File: config.mk
export PLATFORM = sky130hd
export DESIGN_NAME = alu_issue_ctrl
export DESIGN_NICKNAME = d
export VERILOG_FILES = /design/src/rtl/alu_pkg.sv /design/src/rtl/issue_latency_counter.sv /design/src/rtl/alu_issue_ctrl.sv
export SDC_FILE = /design/constraint.sdc
export NUM_CORES = 1
export LEC_CHECK = 0
export CORE_MARGIN = 5
export CORE_UTILIZATION = 25
export CTS_CLUSTER_DIAMETER = 100
export CTS_CLUSTER_SIZE = 14
export DETAILED_ROUTE_END_ITERATION = 7
export HOLD_SLACK_MARGIN = 0.08
export SLEW_MARGIN = 20
export SYNTH_ARGS = -nofsm -noshare
export SYNTH_HDL_FRONTEND = slang
export SYNTH_SLANG_ARGS = --single-unit
File: constraint.sdc
create_clock -name clk -period 1.55 [get_ports clk]
set_input_delay 0.31 -clock clk [delete_from_list [all_inputs] [get_ports clk]]
set_output_delay 0.31 -clock clk [all_outputs]
set_load 0.02 [all_outputs]
File: src/rtl/alu_pkg.sv
// Shared opcode constants, FSM state type and opcode helpers
// for the ALU issue controller and the ALU itself.
package alu_pkg;

    localparam int OP_W = 4;

    localparam logic [OP_W-1:0] OP_ADD      = 4'd1;
    localparam logic [OP_W-1:0] OP_SUB      = 4'd2;
    localparam logic [OP_W-1:0] OP_MUL      = 4'd3;
    localparam logic [OP_W-1:0] OP_MOD      = 4'd4;
    localparam logic [OP_W-1:0] OP_PASSATOC = 4'd5;
    localparam logic [OP_W-1:0] OP_PASSBTOC = 4'd6;
    localparam logic [OP_W-1:0] OP_INCAC    = 4'd7;
    localparam logic [OP_W-1:0] OP_DECAC    = 4'd8;
    localparam logic [OP_W-1:0] OP_RESET    = 4'd9;

    typedef enum logic [1:0] {
        S_IDLE,
        S_ISSUE,
        S_CAPTURE,
        S_DONE
    } state_e;

    function automatic logic is_legal_op(input logic [OP_W-1:0] op);
        return (op >= OP_ADD) && (op <= OP_RESET);
    endfunction

endpackage

File: src/rtl/issue_latency_counter.sv
// Counts ALU evaluation cycles; tc flags that the programmed
// latency has been reached.
module issue_latency_counter #(
    parameter int LATENCY = 3
) (
    input  logic clk,
    input  logic reset,
    input  logic load,
    input  logic count_en,
    output logic tc
);

    logic [3:0] cnt;

    assign tc = (cnt == 4'(LATENCY));

    // Holding at terminal count keeps the counter from wrapping at 15.
    always_ff @(posedge clk) begin
        if (reset) begin
            cnt <= '0;
        end else if (load) begin
            cnt <= 4'd1;
        end else if (count_en && !tc) begin
            cnt <= cnt + 4'd1;
        end
    end

endmodule

File: src/rtl/alu_issue_ctrl.sv
// Issues one decoder operation at a time to the ALU, waits its
// fixed latency, then captures the result into the accumulator.
module alu_issue_ctrl
    import alu_pkg::*;
#(
    parameter int DATA_W  = 32,
    parameter int LATENCY = 3
) (
    input  logic              clk,
    input  logic              reset,
    input  logic              op_valid,
    output logic              op_ready,
    input  logic [OP_W-1:0]   op_code,
    input  logic [DATA_W-1:0] op_operand,
    output logic [DATA_W-1:0] alu_a,
    output logic [DATA_W-1:0] alu_b,
    output logic [OP_W-1:0]   alu_control,
    output logic              alu_enable,
    input  logic [DATA_W-1:0] alu_c,
    output logic [DATA_W-1:0] ac_out,
    output logic              z_out,
    output logic              done,
    output logic              err
);

    state_e            state;
    state_e            state_nxt;
    logic [DATA_W-1:0] ac;
    logic              illegal_q;
    logic              legal;
    logic              tc;

    logic issue_go;
    logic mark_illegal;
    logic cnt_en;
    logic en_drop;
    logic capture;
    logic finish;

    assign legal    = is_legal_op(op_code);
    assign op_ready = (state == S_IDLE) && !reset;
    assign ac_out   = ac;

    issue_latency_counter #(
        .LATENCY (LATENCY)
    ) u_cnt (
        .clk      (clk),
        .reset    (reset),
        .load     (issue_go),
        .count_en (cnt_en),
        .tc       (tc)
    );

    always_ff @(posedge clk) begin
        if (reset) begin
            state <= S_IDLE;
        end else begin
            state <= state_nxt;
        end
    end

    // Illegal ops pass through CAPTURE without touching AC, so the
    // done/err pulse lands one cycle after acceptance plus one.
    always_comb begin
        state_nxt = state;
        case (state)
            S_IDLE: begin
                if (op_valid) begin
                    state_nxt = legal ? S_ISSUE : S_CAPTURE;
                end
            end
            S_ISSUE: begin
                if (tc) begin
                    state_nxt = S_CAPTURE;
                end
            end
            S_CAPTURE: state_nxt = S_DONE;
            S_DONE:    state_nxt = S_IDLE;
            default:   state_nxt = S_IDLE;
        endcase
    end

    always_comb begin
        issue_go     = 1'b0;
        mark_illegal = 1'b0;
        cnt_en       = 1'b0;
        en_drop      = 1'b0;
        capture      = 1'b0;
        finish       = 1'b0;
        unique case (1'b1)
            (state == S_IDLE): begin
                issue_go     = op_valid && legal;
                mark_illegal = op_valid && !legal;
            end
            (state == S_ISSUE): begin
                cnt_en  = 1'b1;
                en_drop = tc;
            end
            (state == S_CAPTURE): begin
                capture = !illegal_q;
                finish  = 1'b1;
            end
            default: ;
        endcase
    end

    always_ff @(posedge clk) begin
        if (reset) begin
            alu_a       <= '0;
            alu_b       <= '0;
            alu_control <= '0;
            alu_enable  <= 1'b0;
            ac          <= '0;
            z_out       <= 1'b0;
            done        <= 1'b0;
            err         <= 1'b0;
            illegal_q   <= 1'b0;
        end else begin
            if (issue_go) begin
                alu_a       <= ac;
                alu_b       <= op_operand;
                alu_control <= op_code;
                alu_enable  <= 1'b1;
            end else if (en_drop) begin
                alu_enable  <= 1'b0;
            end
            if (issue_go || mark_illegal) begin
                illegal_q <= mark_illegal;
            end
            if (capture) begin
                ac <= alu_c;
                if (alu_control == OP_SUB) begin
                    z_out <= (alu_c == '0);
                end
            end
            done <= finish;
            err  <= finish && illegal_q;
        end
    end

endmodule

==> results.json <==
{
  "drv_cap": 0,
  "wl_met3_um": 841,
  "antenna_cells": 0,
  "crit_path_start_kind": "flip-flop",
  "hold_viol": 0,
  "cts_root_buffer": "clkbuf_16",
  "placed_cells": 909,
  "drtIter0Drc": 188,
  "antenna_found_initial": 0,
  "status": "finished, violations left",
  "fin_nets": 797,
  "rows": 47,
  "path_buf_inv": 3,
  "synth_cell_types": 31,
  "grt-ovfl-total": 0,
  "syn_to_final_growth_pct": 69.94,
  "crit_chain": "inv_2, ha_4, nand2_4, buf_6, or3_4, buf_12, nand2_1, a21oi_2",
  "power_density_mw_per_mm2": 1366,
  "maxSlewViolCount": 0,
  "hp-class": "in -> reg",
  "finalClockSkew_ns": 0.007825,
  "syn-mean-instance-area_um2": 8.374,
  "yosysMostFrequentCell": "nand2_1",
  "critPathCaptureType": "flip-flop",
  "crit_required_ns": 1.75,
  "period_needed_ns": 1.606,
  "relSlewSlack": 0.5889,
  "timing_worst_setup_path_type": "reg -> reg",
  "setup_viol": 67,
  "track_usage": 0.1431,
  "portBuffers": 175,
  "cellLeakagePower_nw": 3.110,
  "fmax_mhz": 622.6,
  "reg2reg_depth": 8,
  "cp_slowest_stage_delay_ns": 0.40,
  "fin_cells": 947,
  "synthTopCellsByCount": "205 x nand2_1, 111 x dfxtp_1, 83 x a21oi_1",
  "fin_util": 0.4334,
  "fin_ws_ns": -0.05629,
  "cts_hold_buf": 0,
  "drt-met1-wl_um": 6992,
  "synth_area_leader_cell": "dfxtp_1",
  "io_pins": 176,
  "grt_pass1_wl_um": 22390,
  "critPathMaxFanout": 23,
  "crit_cells": 8,
  "synth-edff-count": 0,
  "yosysSeqAreaShare": 0.5254,
  "synth_ff_type": "dfxtp_1",
  "highest_layer": "met4",
  "vias": 4168,
  "synth-seq-cells": 111,
  "cts.clk_slew.worst_paths_ns": 0.08,
  "grt_pass1_vias": 4014,
  "rsz0062_at_grt": "true",
  "holdWs_ns": 0.2701,
  "slowest_stage": "or3_4",
  "ys.warnings.count": 0,
  "core_mm2": 0.01658,
  "routabilityCongestion": 0.7180,
  "place_ws_ns": -0.5325,
  "ant_nets": 0,
  "routed_wl_um": 15100,
  "numCtsBuffers": 9,
  "wl_met2_um": 7132,
  "async_reset_ff_frac": 0,
  "synth.net_count": 580,
  "p_total_mw": 9.815,
  "fill_cells": 1684,
  "synth_area_leaders": "dfxtp_1 53%, nand2_1 18%, a21oi_1 9.8%",
  "synth_top_area_share": 0.5254,
  "clock_latency_ns": 0.35,
  "die_y_um": 140.1,
  "syn_area_mm2": 0.004229,
  "peakVddDrop_mv": 0.5920,
  "dr.pass1.iters": 4,
  "cp_top_family": "simple AND/OR/NAND/NOR gates",
  "cts_tree": "built",
  "wl_per_cell_um": 15.94,
  "synthCells": 505,
  "dieArea_mm2": 0.01962,
  "die_x_um": 140.1,
  "cp.arrival_ns": 1.81,
  "fin_crit_sh": 1.036,
  "viasPerCell": 4.401,
  "clock_sinks": 111,
  "hold_depth": 3,
  "worstMarginPinSlew_ns": 0.6167,
  "hpwl_um": 9266,
  "grt_max_degree": 52,
  "htreeDepth": 3,
  "failed_checks": "setup timing",
  "clock_path_buffers": 2,
  "route.detailed.drc": 0,
  "start_util": 0.2550,
  "drive_above_1_share": 0.2283
}
-- tightest hold or removal path: stages --
cell and delay [ns]:
buf_4 0.10, buf_4 0.14, a21oi_2 0.03
-- path summary, 6_finish.rpt --
path | startpoint | endpoint | slack, ns
max | state[0]$_SDFFE_PP0P_ | alu_a[4]$_SDFFE_PP0P_ | -0.06
min | reset | alu_a[29]$_SDFFE_PP0P_ | 0.27
max reg2reg | state[0]$_SDFFE_PP0P_ | alu_a[4]$_SDFFE_PP0P_ | -0.06
min reg2reg | alu_b[1]$_SDFFE_PP0P_ | alu_b[1]$_SDFFE_PP0P_ | 0.45
-- flip-flops by register name (all words and copies together), names as in the netlist --
register / cells
illegal_q: 1
ac_out: 32
done: 1
z_out: 1
alu_enable: 1
alu_control: 4
u_cnt.cnt: 4
alu_a: 32
state: 2
alu_b: 32
err: 1
-- report_power, final --
| group | switching, mW | internal [mW] | leakage (nW) |
|---|---|---|---|
| clock network | 1.08 | 1.35 | 0.145 |
| registers | 0.253 | 3.24 | 0.903 |
| logic | 2.07 | 1.84 | 2.06 |
-- cells by family (layout without fill, tap and decap cells) --
logic type	Yosys count	count (layout)	synth area share
AO/OA/AOI/OAI	115	115	0.1595
flip-flops	111	111	0.5254
XOR/XNOR	2	2	0.004143
adder cells (fa/ha/maj)	4	4	0.01183
buffers and inverters	38	260	0.06686
AND/OR/NAND/NOR	234	234	0.2299
multiplexers	1	1	0.002367
-- layout by cell type (no fill, tap or decap), types with 11 or more instances in the layout --
cell             count
a21oi_1             78
nand2_1            169
dlygate4sd2_1      108
a21oi_2             29
clkbuf_16           12
buf_4               41
nand2_2             29
dfxtp_1            108
clkdlybuf4s50_1     65
buf_12              11
-- per-stage QoR --
step | TNS (ns) | cell area (um2)
2_1_floorplan | 0 | 4232
4_1_cts | -4.100 | 7027
6_report | -2.500 | 7187
3_5_place_dp | -36.90 | 6390
5_1_grt | -7.530 | 7187
3_3_place_gp | -35.75 | 6390
-- routing by layer --
layer	global-route usage	up-vias
li1	-	2099
met1	0.1873	1958
met2	0.2340	103
met3	0.04056	8
met4	0.03519	0
met5	0	-
-- what timing repair did --
item | 4_1_cts | 5_1_grt
gates resized for setup | 164 | 29
cloned | 6 | 4
pin swaps | 15 | 6
setup buffers | 13 | 2
endpoints found under the setup margin | 176 | 110
-- area by class of cell --
cell class | count | area [um2] | share of cell area
inverter | 4 | 15.01 | 0.002089
clock buffer | 12 | 256.5 | 0.03569
timing repair buffer | 240 | 2416 | 0.3362
multi-input combinational | 356 | 1944 | 0.2705
tap | 220 | 275.3 | 0.03830
sequential | 111 | 2226 | 0.3097
clock inverter | 4 | 53.80 | 0.007486
(Power assumes the default switching activity.)
